$ cat config.mk
export PLATFORM = sky130hd
export DESIGN_NAME = mulseq
export DESIGN_NICKNAME = d
export VERILOG_FILES = /design/src/rtl/mulseq.sv
export SDC_FILE = /design/constraint.sdc
export NUM_CORES = 1
export LEC_CHECK = 0
export BUFFER_PORTS_ARGS = -buffer_cell sky130_fd_sc_hd__buf_4
export CORE_MARGIN = 2
export CORE_UTILIZATION = 41
export DETAILED_ROUTE_END_ITERATION = 8
export GPL_TIMING_DRIVEN = 0
export SYNTH_ARGS = -nofsm -noshare
export SYNTH_HDL_FRONTEND = slang
export SYNTH_SLANG_ARGS = --single-unit
$ cat constraint.sdc
create_clock -name clk -period 9 [get_ports clk]
set_input_delay 0.45 -clock clk [delete_from_list [all_inputs] [get_ports clk]]
set_output_delay 0.45 -clock clk [all_outputs]
set_load 0.01 [all_outputs]
$ cat src/rtl/mulseq.sv
// mulseq: iterative radix-2^RBITS integer multiplier for the MDU (RV M-extension).
// Retires RBITS bits of the multiplier operand per cycle.
// Ports:
//   clk, reset          clock, synchronous active-high reset
//   FlushE              abort any in-flight operation (wins over StartE)
//   StartE              request, accepted in IDLE or DONE
//   Funct3E, WE         operation select (MUL/MULH/MULHSU/MULHU, MULW when XLEN=64)
//   ForwardedSrcAE/BE   multiplicand A / multiplier B
//   BusyE, DoneE        operation in progress / one-cycle completion pulse
//   ResultE             registered result, held until the next completion
module mulseq #(
  parameter int unsigned XLEN  = 64,
  parameter int unsigned RBITS = 2
) (
  input  logic            clk,
  input  logic            reset,
  input  logic            FlushE,
  input  logic            StartE,
  input  logic [2:0]      Funct3E,
  input  logic            WE,
  input  logic [XLEN-1:0] ForwardedSrcAE,
  input  logic [XLEN-1:0] ForwardedSrcBE,
  output logic            BusyE,
  output logic            DoneE,
  output logic [XLEN-1:0] ResultE
);

  localparam int unsigned NFULL = XLEN / RBITS;
  localparam int unsigned NWORD = 32 / RBITS;
  localparam int unsigned CW    = $clog2(NFULL);
  localparam int unsigned XW    = XLEN + 1;
  // Upper accumulator: holds A (XLEN+1 signed) times a partial B scaled down, plus headroom.
  localparam int unsigned AW    = XLEN + RBITS + 3;

  typedef enum logic [1:0] {IDLE, BUSY, DONE} state_e;

  state_e                state_q;
  logic [CW-1:0]         cnt_q;
  logic signed [XLEN:0]  a_q;
  logic [XLEN-1:0]       b_q;
  logic [XLEN-1:0]       lo_q;
  logic signed [AW-1:0]  acc_q;
  logic                  bsgn_q;
  logic                  hi_q;
  logic                  word_q;
  logic                  busy_q;
  logic                  done_q;
  logic [XLEN-1:0]       res_q;

  // Operand decode and extension for a newly requested operation.
  logic [1:0]            mode_c;
  logic                  word_c;
  logic                  a_sgn_c;
  logic                  b_sgn_c;
  logic signed [XLEN:0]  a_ext_c;

  always_comb begin
    mode_c  = Funct3E[2] ? 2'b00 : Funct3E[1:0];
    word_c  = (XLEN == 64) && WE;
    a_sgn_c = (mode_c == 2'b01) || (mode_c == 2'b10);
    b_sgn_c = (mode_c == 2'b01);
    if (word_c) begin
      a_ext_c = XW'($signed(ForwardedSrcAE[31:0]));
    end else begin
      a_ext_c = {a_sgn_c & ForwardedSrcAE[XLEN-1], ForwardedSrcAE};
    end
  end

  // One radix step: add A*digit into the upper accumulator, shift the low RBITS out into lo.
  // The final digit of a signed B is taken as a signed RBITS-bit value (negative weight).
  logic                  last_c;
  logic signed [RBITS:0] digit_c;
  logic signed [AW-1:0]  sum_c;
  logic signed [AW-1:0]  acc_d;
  logic [XLEN-1:0]       lo_d;
  logic [XLEN-1:0]       res_d;

  always_comb begin
    last_c  = (cnt_q == '0);
    digit_c = {bsgn_q & last_c & b_q[RBITS-1], b_q[RBITS-1:0]};
    sum_c   = acc_q + AW'(a_q) * AW'(digit_c);
    acc_d   = sum_c >>> RBITS;
    lo_d    = {sum_c[RBITS-1:0], lo_q[XLEN-1:RBITS]};
    // A word op only shifts 32 bits into lo, so its product sits in the top half of lo.
    if (word_q) begin
      res_d = XLEN'($signed(lo_d[XLEN-1 -: 32]));
    end else if (hi_q) begin
      res_d = acc_d[XLEN-1:0];
    end else begin
      res_d = lo_d;
    end
  end

  // Control FSM and datapath registers.
  always_ff @(posedge clk) begin
    if (reset) begin
      state_q <= IDLE;
      cnt_q   <= '0;
      a_q     <= '0;
      b_q     <= '0;
      lo_q    <= '0;
      acc_q   <= '0;
      bsgn_q  <= 1'b0;
      hi_q    <= 1'b0;
      word_q  <= 1'b0;
      busy_q  <= 1'b0;
      done_q  <= 1'b0;
      res_q   <= '0;
    end else if (FlushE) begin
      state_q <= IDLE;
      cnt_q   <= '0;
      busy_q  <= 1'b0;
      done_q  <= 1'b0;
    end else begin
      case (state_q)
        BUSY: begin
          acc_q <= acc_d;
          lo_q  <= lo_d;
          b_q   <= b_q >> RBITS;
          if (last_c) begin
            state_q <= DONE;
            busy_q  <= 1'b0;
            done_q  <= 1'b1;
            res_q   <= res_d;
          end else begin
            cnt_q <= cnt_q - CW'(1);
          end
        end
        default: begin
          done_q <= 1'b0;
          if (StartE) begin
            state_q <= BUSY;
            busy_q  <= 1'b1;
            a_q     <= a_ext_c;
            b_q     <= ForwardedSrcBE;
            acc_q   <= '0;
            lo_q    <= '0;
            bsgn_q  <= b_sgn_c | word_c;
            hi_q    <= (mode_c != 2'b00) && !word_c;
            word_q  <= word_c;
            cnt_q   <= word_c ? CW'(NWORD - 1) : CW'(NFULL - 1);
          end else begin
            state_q <= IDLE;
          end
        end
      endcase
    end
  end

  assign BusyE   = busy_q;
  assign DoneE   = done_q;
  assign ResultE = res_q;

endmodule

; ---- Yosys cells after proc, flatten, opt, wreduce, memory -nomap -nowiden
; Index checks and enable logic that the tools add are counted.
[totals]
reg_bits = 338
latchBits = 0
ram_bits = 0
mem_bits_ro = 0
in_bits = 136
out_inout_bits = 66
wordCells = 59
n_memories = 0
[op_classes]
addsub = 2
multipliers = 1
div_mod_pow = 0
magnitude_cmp = 0
eq_ne = 5
shift = 0
n_mux = 20
bitwise_logic = 6
reduce_logical = 13
[op_table]
columns = operator, count
row1 = 64-bit 2-to-1 mux, 6
row2 = 69-bit 2-to-1 mux, 2
row3 = 69-bit by 68-bit adder with 69-bit output, 1
row4 = 65-bit by 3-bit multiplier with 68-bit output, 1
row5 = 65-bit 2-to-1 mux, 1
row6 = 5-bit 2-to-1 mux, 4
row7 = 2-bit 2-to-1 mux, 3
row8 = 2-bit AND reduction, 3
row9 = 3-bit AND reduction, 2
row10 = 5-bit zero test, 1
row11 = "5-bit by 1-bit subtractor with 5-bit output, second input constant", 1
row12 = "2-bit by 1-bit equality test with 1-bit output, second input constant", 2
row13 = 1-bit 2-to-1 mux, 4
row14 = "2-bit != test, second input constant", 2
row15 = 2-bit nonzero test, 2
row16 = 1-bit AND, 3
row17 = 3-bit OR reduction, 1
row18 = "2-bit equality test, second input constant", 1
row19 = 1-bit inverter, 2
row20 = 2-bit OR reduction, 1
row21 = 1-bit logical AND, 1
row22 = 1-bit zero test, 1
row23 = 1-bit logical OR, 1
row24 = 1-bit bitwise OR, 1

; ---- Longest topological paths before layout
; Gate-level depths: netlist of run 1.
[logic_depth]
depth_word = 7
mapped_depth = 23
depth_no_buf = 22

; ---- Worst setup path before layout of run 1
; OpenSTA, ideal clock, no wires.
[synth_timing]
path_type = register -> register
startpoint = register cnt_q[0]
endpoint = register acc_q[64]
setup_time_ns = 0.087
arrival_time_ns = 5.999
required_time_ns = 8.913
path_slack_ns = 2.914
stages_incl_launch_ff = 24
path_buffers = 1
synth_period_minus_slack_ns = 6.086
cell_sequence = dfxtp_1 > inv_1 > ha_1 > nor4b_1 > nand3_1 > clkbuf_1 > or2_2 > fa_1 > fa_1 > inv_1 > fa_1 > ha_1 > inv_1 > fa_1 > nand2b_1 > a21oi_1 > o2111a_1 > o2111ai_1 > a211oi_1 > o2111ai_1 > a21oi_1 > o211ai_1 > and3_1 > o31ai_1
[synth_between]
elab_chain_cells = 6
[synth_rtl]
columns = element, line_no
row1 = from (decl), 38  ; logic [CW-1:0] cnt_q;
row2 = from (signal assigned), 126  ; cnt_q <= cnt_q - CW'(1);
row3 = from (signal assigned), 141  ; cnt_q <= word_c ? CW'(NWORD - 1) : CW'(NFULL - 1);
row4 = 5-bit zero test, 79  ; last_c = (cnt_q == '0);
row5 = 1-bit AND (2 in series), 80  ; digit_c = {bsgn_q & last_c & b_q[RBITS-1], b_q[RBITS-1:0]};
row6 = 65-bit by 3-bit multiplier with 68-bit output, 81  ; sum_c = acc_q + AW'(a_q) * AW'(digit_c);
row7 = 69-bit by 68-bit adder with 69-bit output, 81
row8 = 69-bit 2-to-1 mux, 115  ; case (state_q)
row9 = to (signal assigned), 102  ; acc_q <= '0;
row10 = to (signal assigned), 117  ; acc_q <= acc_d;
row11 = to (signal assigned), 136  ; acc_q <= '0;
row12 = to (decl), 42  ; logic signed [AW-1:0] acc_q;
; Every way passes these cells.
; A chain may end at the register's enable or synchronous reset.

; ---- Worst setup path after layout of run 1
; Ends and elaborated chain as after synthesis.

==> metrics.txt, run 1 <==
fillcell total=5113; Post-DP Area=0.02395 mm2; Final min period=between 7 and 8 ns; width of the die=between 200 and 250 um; total CTS buffers=39; CP Launch Point=cnt_q[0]$_SDFFE_PP0P_; clock latency at the later pin of the worst-skew pair=approximately 0.57 ns; Final Slew Violations=0; P&R area growth vs syn=16.98%; Seq cells post-synth=around 330; Syn Nets=approximately 2900; Tot GR Track Use=between 20 and 30%; reg2reg start=cnt_q[0]$_SDFFE_PP0P_; status=finished, final reports clean; Hold WC Path Type=in2reg; Seq/Total Area, Yosys=31.01%; Yosys warning total=0; Crit path arrival time=just over 8 ns; Crit path top cell by count=fa_1; Synth cell types=67; core footprint=0.05224 mm2; largest net degree at the start of global routing=13; number of enable flip-flop cells after synthesis=0; Final Hold Violating Endpoints=0; Die Ht=233.3 um; fraction of registers with async set/reset=0%; post-route insts no fill=approximately 3400; CTS sink cnt=~330; Routed WL=roughly 76000 um; slew margin rel.=between 10% and 20%; row count=84; leading cell type in the layout, fill and taps excluded=nand2_1; total power=3.630 mW; Synth Instances=about 2500; share of cells above drive strength 1=10.84%; Synth area leader=dfxtp_1; Primary FF master, synth=dfxtp_1; detailed placement HPWL=61000 um; port bufs=200; endpoints failing setup=0; wire per inst=~22 um; Synth area leaders=dfxtp_1 31%, fa_1 12%, ha_1 8.1%; CP max FO=10; Routed Antenna Nets=0; Final GP Congestion=0.9427; nets=roughly 3100; Startpoint Class=register; Synth top area share=a little under a third; htree depth=2; crit path kind=reg2reg; via count=about 19000; mapped cell area=around 0.022 mm2; RR Endpoint=acc_q[64]$_SDFFE_PP0P_; syn_area_per_cell=~8.7 um2; RSZ-0062 raised after global routing=no; post-CTS sizing=0; total gr overflow=0; worst reg2reg path depth=24; crit path cell chain=inv_1 -> ha_1 -> nor4b_2 -> buf_4 -> nand3_1 -> clkbuf_1 -> or2_2 -> fa_1 -> fa_1 -> inv_1 -> fa_1 -> ha_1 -> inv_1 -> fa_1 -> nand2b_1 -> a21oi_1 -> o2111a_1 -> o2111ai_1 -> a211oi_1 -> o2111ai_1 -> a21oi_1 -> o211ai_1 -> and3_1 -> o31ai_1; R2R Setup Slk=about 1.3 ns; Worst-Margin Slew=~1.3 ns; Design Area, Final=0.02523 mm2; IO Pins=between 200 and 250; worst vdd ir=approximately 120 uV; total die area=between 0.05 and 0.06 mm2; clk_skew=between 0.015 and 0.02 ns; TritonRoute pass-1 iters=5; placed instance count=between 3000 and 4000; commonest non-fill, non-tap cells in the layout=339 x nand2_1, 334 x dfxtp_1, 229 x nor2_1, 201 x buf_4, 169 x clkbuf_1; max incr delay on CP=approximately 0.61 ns; vias in the first global route=slightly below 20000; fin crit share=between 80% and 90%; Residual DRC=0; CP endpoint kind=register; crit path to=acc_q[64]$_SDFFE_PP0P_; fmax=129.2 MHz; CTS tree=done; Power Density=roughly 140 mW/mm2; hold_buf cts=0; Vias/cell=5.647; Post-CTS Setup Inserts=0; Worst path slowest cell=a21oi_1; initial antenna violation count=3; WP data required=9.47 ns; clk buf depth=3; Initial Util=approximately 41%; Clk pin slew, worst setup/hold paths=around 0.060 ns; first-pass GRT wire length=approximately 110000 um; max cap viols=0; min-delay src=ForwardedSrcAE[5]; P_leak=11.34 nW; root buf cell=clkbuf_16; DRT iter0 DRCs=between 1000 and 1500
==> Yosys cell counts (17+ instances only) <==
library cell / number
nand3_1: 29
dfxtp_1: 334
nor2_1: 229
fa_1: 132
a311oi_1: 95
clkbuf_1: 159
a21oi_1: 165
nand2b_1: 48
a22o_1: 111
o21ai_0: 91
xnor2_1: 35
a21o_1: 46
a31oi_1: 26
ha_1: 140
xor2_1: 22
o211ai_1: 19
and2_1: 130
mux2i_1: 34
nand2_1: 339
inv_1: 49
o21bai_1: 17
nor3_1: 24
==> power breakdown <==
part           internal, mW  total [mW]  switching (mW)  leakage, nW
combinational         0.158       0.441           0.282         8.01
sequential             1.53        1.56          0.0361         2.72
clock                 0.943        1.63           0.683        0.615
==> critical path: cells and delay by family, from the launching register on <==
kind | cells | cell delay (ns)
flops | 1 | 0.30
fa+ha+maj | 6 | 2.27
compound gates | 8 | 2.76
buf+inv | 5 | 0.81
simple gates | 5 | 1.51
==> cell families (layout without fill, tap and decap cells) <==
group / Yosys count / count (layout) / synth area share (%)
adders and majority gates: 272 / 272 / 20.38
AOI/OAI and AO/OA: 653 / 653 / 21.37
and+or+nand+nor: 889 / 889 / 19.07
DFF: 334 / 334 / 31.01
xor gates and xnor gates: 57 / 57 / 2.315
muxes: 42 / 42 / 1.996
other: 0 / 1 / 0
buffers and inverters: 222 / 494 / 3.864
==> flip-flops by register name, summed over array words and instances (netlist names), 2 cells and up <==
name,cells
a_q,65
state_q,2
cnt_q,5
acc_q,67
ResultE,64
lo_q,62
b_q,64
==> worst min-delay path by stage <==
stage | cells after the start | end
2_1_floorplan | 2 | acc_q[1]$_SDFFE_PP0P_
3_5_place_dp | 2 | ResultE[11]$_SDFFE_PP0P_
3_3_place_gp | 2 | ResultE[41]$_SDFFE_PP0P_
4_1_cts | 3 | a_q[16]$_SDFFE_PP0P_
5_1_grt | 3 | a_q[14]$_SDFFE_PP0P_
6_report | 3 | a_q[5]$_SDFFE_PP0P_
==> layer usage <==
metal  GRT usage, %  vias up  share of wire, %
li1               -     9230                 -
met1          34.47     9433                42
met2          46.63      583                48
met3          5.347      122               6.5
met4          11.37        0               4.2
met5              0        -                 0
==> final cells by class <==
class                           count  area [um2]  area share, %
Tap cell                          688       860.8          3.413
Clock inverter                     11       126.4         0.5010
Timing Repair Buffer              202        1514          6.002
Inverter                           50       187.7         0.7440
Sequential cell                   334        6686          26.51
Buffer                            172       645.6          2.559
Multi-Input combinational cell   1913       14050          55.70
Clock buffer                       59        1151          4.563
Antenna cell                        1       2.502       0.009920
==> metrics by stage <==
step,TNS (ns),util (%),hold slack [ns],setup slack (ns)
4_1_cts,0,48.29,0.1042,1.258
6_report,0,48.29,0.1287,1.263
3_5_place_dp,0,45.84,0.4466,1.318
3_3_place_gp,-0.1556,45.81,0.4487,-0.1556
2_1_floorplan,0,-,0.4315,2.914
5_1_grt,0,48.29,0.1219,0.8158
(Power assumes the default switching activity.)
==> run 2: changes to the inputs <==
--- a/config.mk
+++ b/config.mk
@@ -5,6 +5,7 @@
 export SDC_FILE = /design/constraint.sdc
 export NUM_CORES = 1
 export LEC_CHECK = 0
+export ABC_AREA = 1
 export BUFFER_PORTS_ARGS = -buffer_cell sky130_fd_sc_hd__buf_4
 export CORE_MARGIN = 2
 export CORE_UTILIZATION = 41
==> metrics.txt, run 2 <==
RSZ-0062 raised after global routing=no; register name with the most flops=acc_q; clk_skew=0.01437 ns (-0.001601 ns); Final min period=6.424 ns (-1.313 ns); pre-CTS WS=2.686 ns (+1.368 ns); Synth cell types=47 (-30%); nets=4198 (+35%); Primary FF master, synth=dfxtp_1; Routed WL=89160 um (+17%); via count=23660 (+22%); Worst-Margin Slew=1.421 ns (+0.09042 ns); P&R area growth vs syn=15.88%; Final GP Congestion=1.037 (+10%); wire per inst=19.45 um (-12%); Synth area leaders=dfxtp_1 28%, nand2_1 18%, fa_1 11%; Final Hold Violating Endpoints=0 (unchanged); Hold WC Path Type=in2reg; Crit path arrival time=6.94 ns (-1.27 ns); fmax=155.7 MHz (+20%); port bufs=201 (+0.50%); Clk pin slew, worst setup/hold paths=0.06 ns (about the same); most common cell in the synthesized netlist=nand2_1; Post-CTS Setup Inserts=0 (unchanged); vias in the first global route=22570 (+17%); fraction of registers with async set/reset=0% (unchanged); IO Pins=202 (unchanged); Vias/cell=5.162 (-8.6%); number of enable flip-flop cells after synthesis=0 (unchanged); biggest regs=acc_q: 67 flops, a_q: 65 flops; core footprint=0.05770 mm2 (+10%); P_leak=14.96 nW (+32%); Tot GR Track Use=29.57% (+1.9 points); initial antenna violation count=5 (+2); status=finished, final reports clean; crit path kind=reg2reg; total CTS buffers=40 (+2.6%); Power Density=136.3 mW/mm2 (-5.3%); first-pass GRT wire length=134000 um (+18%); CTS sink cnt=334 (unchanged); TritonRoute pass-1 iters=6 (+1); detailed placement HPWL=72600 um (+19%); root buf cell=clkbuf_16; Seq/Total Area, Yosys=27.95% (-3.1 points); Post-DP Area=0.02639 mm2 (+10%); clock latency at the later pin of the worst-skew pair=0.60 ns (+0.03 ns); CP Buf/Inv Count=5 (unchanged); CTS tree=done; crit path cell chain=clkbuf_1 -> clkbuf_1 -> nand2_1 -> fa_1 -> fa_1 -> inv_1 -> fa_1 -> ha_1 -> inv_1 -> fa_1 -> inv_1 -> nand3_1 -> nand2_2 -> nand3_1 -> nand3b_1 -> nand2_1 -> nand2_1 -> xor2_1 -> o21ai_0 -> a21oi_1; CP endpoint kind=register; Residual DRC=0 (unchanged); Routed Antenna Nets=0 (unchanged); WP data required=9.52 ns (+0.05 ns); syn_area_per_cell=6.743 um2 (-23%); max incr delay on CP=0.81 ns (+0.20 ns); Synth Instances=3547 (+44%); post-CTS sizing=0 (unchanged); endpoints failing setup=0 (unchanged); mapped cell area=0.02392 mm2 (+11%); Final Slew Violations=0 (unchanged); width of the die=245.5 um (+5.2%); fillcell total=6152 (+20%); slew margin rel.=5.238% (-6.0 points); commonest non-fill, non-tap cells in the layout=1120 x nand2_1, 503 x inv_1, 334 x dfxtp_1, 328 x nor2_1, 210 x o21ai_0; Syn Nets=3955 (+37%); worst vdd ir=126.4 uV (+3.1%); Crit path top cell by count=fa_1; total gr overflow=0 (unchanged); Seq cells post-synth=334 (unchanged); fin crit share=71.38% (-15 points); Synth top area share=27.95% (-3.1 points); Synth area leader=dfxtp_1; Die Ht=245.5 um (+5.2%); clk buf depth=3 (unchanged); Fin Setup TNS=0 ns (unchanged); commonest cells in the netlist=1120 x nand2_1, 503 x inv_1, 334 x dfxtp_1, 328 x nor2_1, 210 x o21ai_0; Design Area, Final=0.02772 mm2 (+9.9%); Yosys warning total=0 (unchanged); max cap viols=0 (unchanged); critical path's top delay family=adder cells; leading cell type in the layout, fill and taps excluded=nand2_1; CP max FO=10 (unchanged); Final WS setup=2.576 ns (+1.313 ns); htree depth=2 (unchanged); Worst path slowest cell=clkbuf_1; Startpoint Class=register; row count=88 (+4.8%); largest net degree at the start of global routing=14 (+1); max reg flops=67 (unchanged); Initial Util=41.46% (+0.17 points); total die area=0.06029 mm2 (+11%); hold_buf cts=0 (unchanged); share of cells above drive strength 1=9.300% (-1.5 points); DRT iter0 DRCs=1794 (+21%)
==> run 2: changes by cell type in the layout (fill, tap and decap cells not counted), moves of 27 or more <==
cell	delta
a21o_1	-42
a22o_1	-111
a311oi_1	-95
a31oi_1	+68
and2_1	-126
clkbuf_1	-27
inv_1	+454
mux2i_1	-34
nand2_1	+781
nand2b_1	-48
nand3_1	+89
nor2_1	+99
o21ai_0	+119
o22ai_1	+58
==> run 2: cell type report <==
cell class	instances	area, um2	area share [%]
clock buffers	54	1074	3.873
clock inverters	15	252.7	0.9119
multi-input cells	2532	14650	52.84
well taps	765	957.2	3.453
plain buffers	164	645.6	2.329
flip-flops and latches	334	6686	24.12
diodes	2	5.005	0.01806
inverters	517	1941	7.002
repair buffers	201	1509	5.444
==> run 2: worst paths after layout <==
check,startpoint,to,slack [ns],depth (start not counted)
setup / recovery,b_q[1]$_SDFFE_PP0P_,ResultE[20]$_SDFFE_PP0P_,2.58,20
hold / removal,ForwardedSrcAE[9],a_q[9]$_SDFFE_PP0P_,0.08,3
setup reg to reg,b_q[1]$_SDFFE_PP0P_,ResultE[20]$_SDFFE_PP0P_,2.58,20
hold reg to reg,b_q[63]$_SDFFE_PP0P_,b_q[63]$_SDFFE_PP0P_,0.47,2
==> run 2: tightest hold or removal path, stage by stage <==
cell and delay, ns:
buf_4 0.07, nor2_1 0.03, nor2_1 0.08
==> run 2: per-stage QoR <==
stage	cells	total power [mW]	utilization [%]	hold WS (ns)
5_1_grt	4582	3.914	48.03	0.07306
6_report	4584	3.777	48.04	0.07666
4_1_cts	4582	3.794	48.03	0.06396
3_3_place_gp	4513	2.091	45.73	0.4575
2_1_floorplan	3547	1.862	-	0.4409
3_5_place_dp	4513	2.092	45.73	0.4602
==> run 2: power breakdown <==
| group | switching (mW) | total (mW) | internal [mW] |
|---|---|---|---|
| Combinational | 0.332 | 0.497 | 0.165 |
| Clock | 0.717 | 1.71 | 0.989 |
| Sequential | 0.0420 | 1.57 | 1.53 |
| Total | 1.09 | 3.78 | 2.68 |
==> run 2: metal layers <==
layer	GRT usage (%)	vias up	share of wire [%]
met5	0	-	0.037
met4	10.73	6	3.8
met3	5.784	150	7.2
met2	45.51	725	43
met1	41.01	11080	46
li1	-	11700	-
==> run 2: logic make-up (layout without fill, tap and decap cells) <==
family | Yosys count | after routing | synth area share [%]
adder cells (fa/ha/maj) | 272 | 272 | 18.37
AO/OA/AOI/OAI | 579 | 579 | 13.93
other | 0 | 2 | 0
XOR/XNOR | 34 | 34 | 1.245
AND/OR/NAND/NOR | 1647 | 1647 | 27.69
flip-flops | 334 | 334 | 27.95
buffers and inverters | 681 | 951 | 10.81
==> run 3: changes to the inputs <==
==> constraint.sdc (replaced) <==
create_clock -name clk -period 6.1 [get_ports clk]
set_input_delay 0.305 -clock clk [delete_from_list [all_inputs] [get_ports clk]]
set_output_delay 0.305 -clock clk [all_outputs]
set_load 0.01 [all_outputs]
==> metrics.txt, run 3 (synthesis gave the netlist of run 2 again) <==
Die Ht=245.5 um (unchanged); total CTS buffers=40 (unchanged); Crit path top cell by count=inv_1; Clk pin slew, worst setup/hold paths=0.06 ns (about the same); register name with the most flops=acc_q; Final Hold Violating Endpoints=0 (unchanged); worst vdd ir=186.3 uV (+47%); P&R area growth vs syn=20.10%; row count=88 (unchanged); vias in the first global route=22990 (+1.9%); clk_skew=0.01256 ns (-0.001810 ns); first-pass GRT wire length=135500 um (+1.2%); CP Buf/Inv Count=7 (+2); fin crit share=97.37% (+26 points); P_leak=15.39 nW (+2.9%); via count=24110 (+1.9%); DRT iter0 DRCs=1888 (+5.2%); Worst-Margin Slew=1.078 ns (-0.3436 ns); TritonRoute pass-1 iters=6 (unchanged); max incr delay on CP=0.78 ns (-0.03 ns); share of cells above drive strength 1=9.244% (-0.056 points); Design Area, Final=0.02873 mm2 (+3.6%); Residual DRC=0 (unchanged); CP endpoint kind=register; clock power share=44.8% (-0.4 points); Crit path arrival time=6.46 ns (-0.48 ns); fmax=168.4 MHz (+8.2%); Startpoint Class=register; total gr overflow=0 (unchanged); status=finished, final reports clean; CTS tree=done; endpoints failing setup=0 (unchanged); Comb pwr share=13.9% (+0.7 points); Worst path slowest cell=buf_1; Hold WC Path Type=in2reg; wire per inst=19.22 um (-1.2%); biggest regs=acc_q: 67 flops, a_q: 65 flops; Int Pwr=4.003 mW (+49%); R2R Setup Slk=0.16 ns (-2.41 ns); commonest non-fill, non-tap cells in the layout=1120 x nand2_1, 503 x inv_1, 333 x dfxtp_1, 328 x nor2_1, 210 x o21ai_0; Initial Util=41.46% (unchanged); largest net degree at the start of global routing=14 (unchanged); clock latency at the later pin of the worst-skew pair=0.60 ns (about the same); switching share of power=28.83% (-0.084 points); Final GP Congestion=1.037 (unchanged); slew margin rel.=28.15% (+23 points); port bufs=201 (unchanged); max reg flops=67 (unchanged); Sequential Power Share=41.3% (-0.3 points); total die area=0.06029 mm2 (unchanged); CTS sink cnt=334 (unchanged); Tot GR Track Use=29.84% (+0.27 points); Vias/cell=5.145 (-0.32%); placed instance count=4513 (unchanged); critical path's top delay family=adder cells; Post-CTS Setup Inserts=0 (unchanged); IO Pins=202 (unchanged); leading cell type in the layout, fill and taps excluded=nand2_1; Final Slew Violations=0 (unchanged); width of the die=245.5 um (unchanged); WP data required=6.62 ns (-2.90 ns); Routed Antenna Nets=0 (unchanged); htree depth=2 (unchanged); post-route insts no fill=4685 (+2.2%); detailed placement HPWL=72600 um (unchanged); CP max FO=10 (unchanged); RSZ-0062 raised after global routing=yes; nets=4297 (+2.4%); Final min period=5.939 ns (-0.4850 ns); Post-DP Area=0.02639 mm2 (unchanged); Psw=1.621 mW (+48%); crit path kind=reg2reg; Power Density=195.8 mW/mm2 (+44%); root buf cell=clkbuf_16; max cap viols=0 (unchanged); core footprint=0.05770 mm2 (unchanged); initial antenna violation count=4 (-1); Routed WL=90060 um (+1.0%); crit path cell chain=clkbuf_2 -> buf_1 -> nand2_1 -> inv_1 -> ha_1 -> inv_1 -> fa_1 -> inv_1 -> fa_1 -> ha_1 -> inv_1 -> fa_1 -> inv_1 -> nand3_1 -> nand2_2 -> nand3_1 -> nand3b_1 -> nand2_1 -> nand2_1 -> xor2_1 -> o21ai_0 -> a21oi_1; clk buf depth=3 (unchanged)
## run 3: cell types whose count changed in the layout (fill, tap and decap cells not counted), moves of 2 or more
cell	delta
clkbuf_1	-8
clkbuf_2	+6
diode_2	+2
dlygate4sd3_1	+100
## run 3: metal layers
metal / part of all wire (%) / GRT usage [%] / up-vias
li1: - / - / 11890
met1: 45 / 41.25 / 11300
met2: 43 / 46.01 / 760
met3: 7.5 / 5.620 / 149
met4: 4.1 / 11.35 / 2
met5: 0.011 / 0 / -
## run 3: final timing paths
kind | from | to | cells past startpoint
max | b_q[1]$_SDFFE_PP0P_ | ResultE[20]$_SDFFE_PP0P_ | 22
min | ForwardedSrcBE[61] | b_q[61]$_SDFFE_PP0P_ | 3
max reg2reg | b_q[1]$_SDFFE_PP0P_ | ResultE[20]$_SDFFE_PP0P_ | 22
min reg2reg | b_q[63]$_SDFFE_PP0P_ | b_q[63]$_SDFFE_PP0P_ | 2
## run 3: worst min-delay path: cells and delay by family
kind,cells,cell delay (ns)
AO/OA/AOI/OAI,1,0.08
buffers and inverters,1,0.11
AND/OR/NAND/NOR,1,0.07
## run 3: power groups by stage
stage                     Clock (mW)  Sequential, mW  Combinational, mW
after detailed placement           0            2.37              0.722
after global routing            2.64            2.33              0.856
after floorplan                    0            2.35              0.398
after CTS                       2.55            2.32              0.775
final                           2.52            2.32              0.784
after global placement             0            2.37              0.719
## run 3: stage by stage
stage	worst slack [ns]	power [mW]	TNS, ns	hold slack [ns]	util, %
after floorplan	1.826	2.747	0	0.4399	-
after CTS	0.09520	5.648	0	0.002853	49.76
after global routing	-0.003369	5.830	-0.003369	0.006562	49.77
final	0.1606	5.624	0	0.01322	49.79
after global placement	-0.2408	3.085	-1.390	0.4575	45.73
after detailed placement	-0.2144	3.087	-1.028	0.4602	45.73
## run 3: final cells by class
class / count / area [um2]
Fill cell: 6067 / 28970
Clock buffer: 54 / 1074
Buffer: 163 / 649.4
Antenna cell: 4 / 10.01
Clock inverter: 15 / 252.7
Inverter: 517 / 1941
Multi-Input combinational cell: 2532 / 14650
Tap cell: 765 / 957.2
Sequential cell: 334 / 6688
Timing Repair Buffer: 301 / 2510
## run 3: repair_timing
| item | 4_1_cts | 5_1_grt |
|---|---|---|
| gates resized for setup | 1 | 16 |
| hold endpoints to repair | 100 | 0 |
| gates cloned | 0 | 0 |
| setup endpoints to repair | 20 | 23 |
| hold buffers | 100 | 0 |
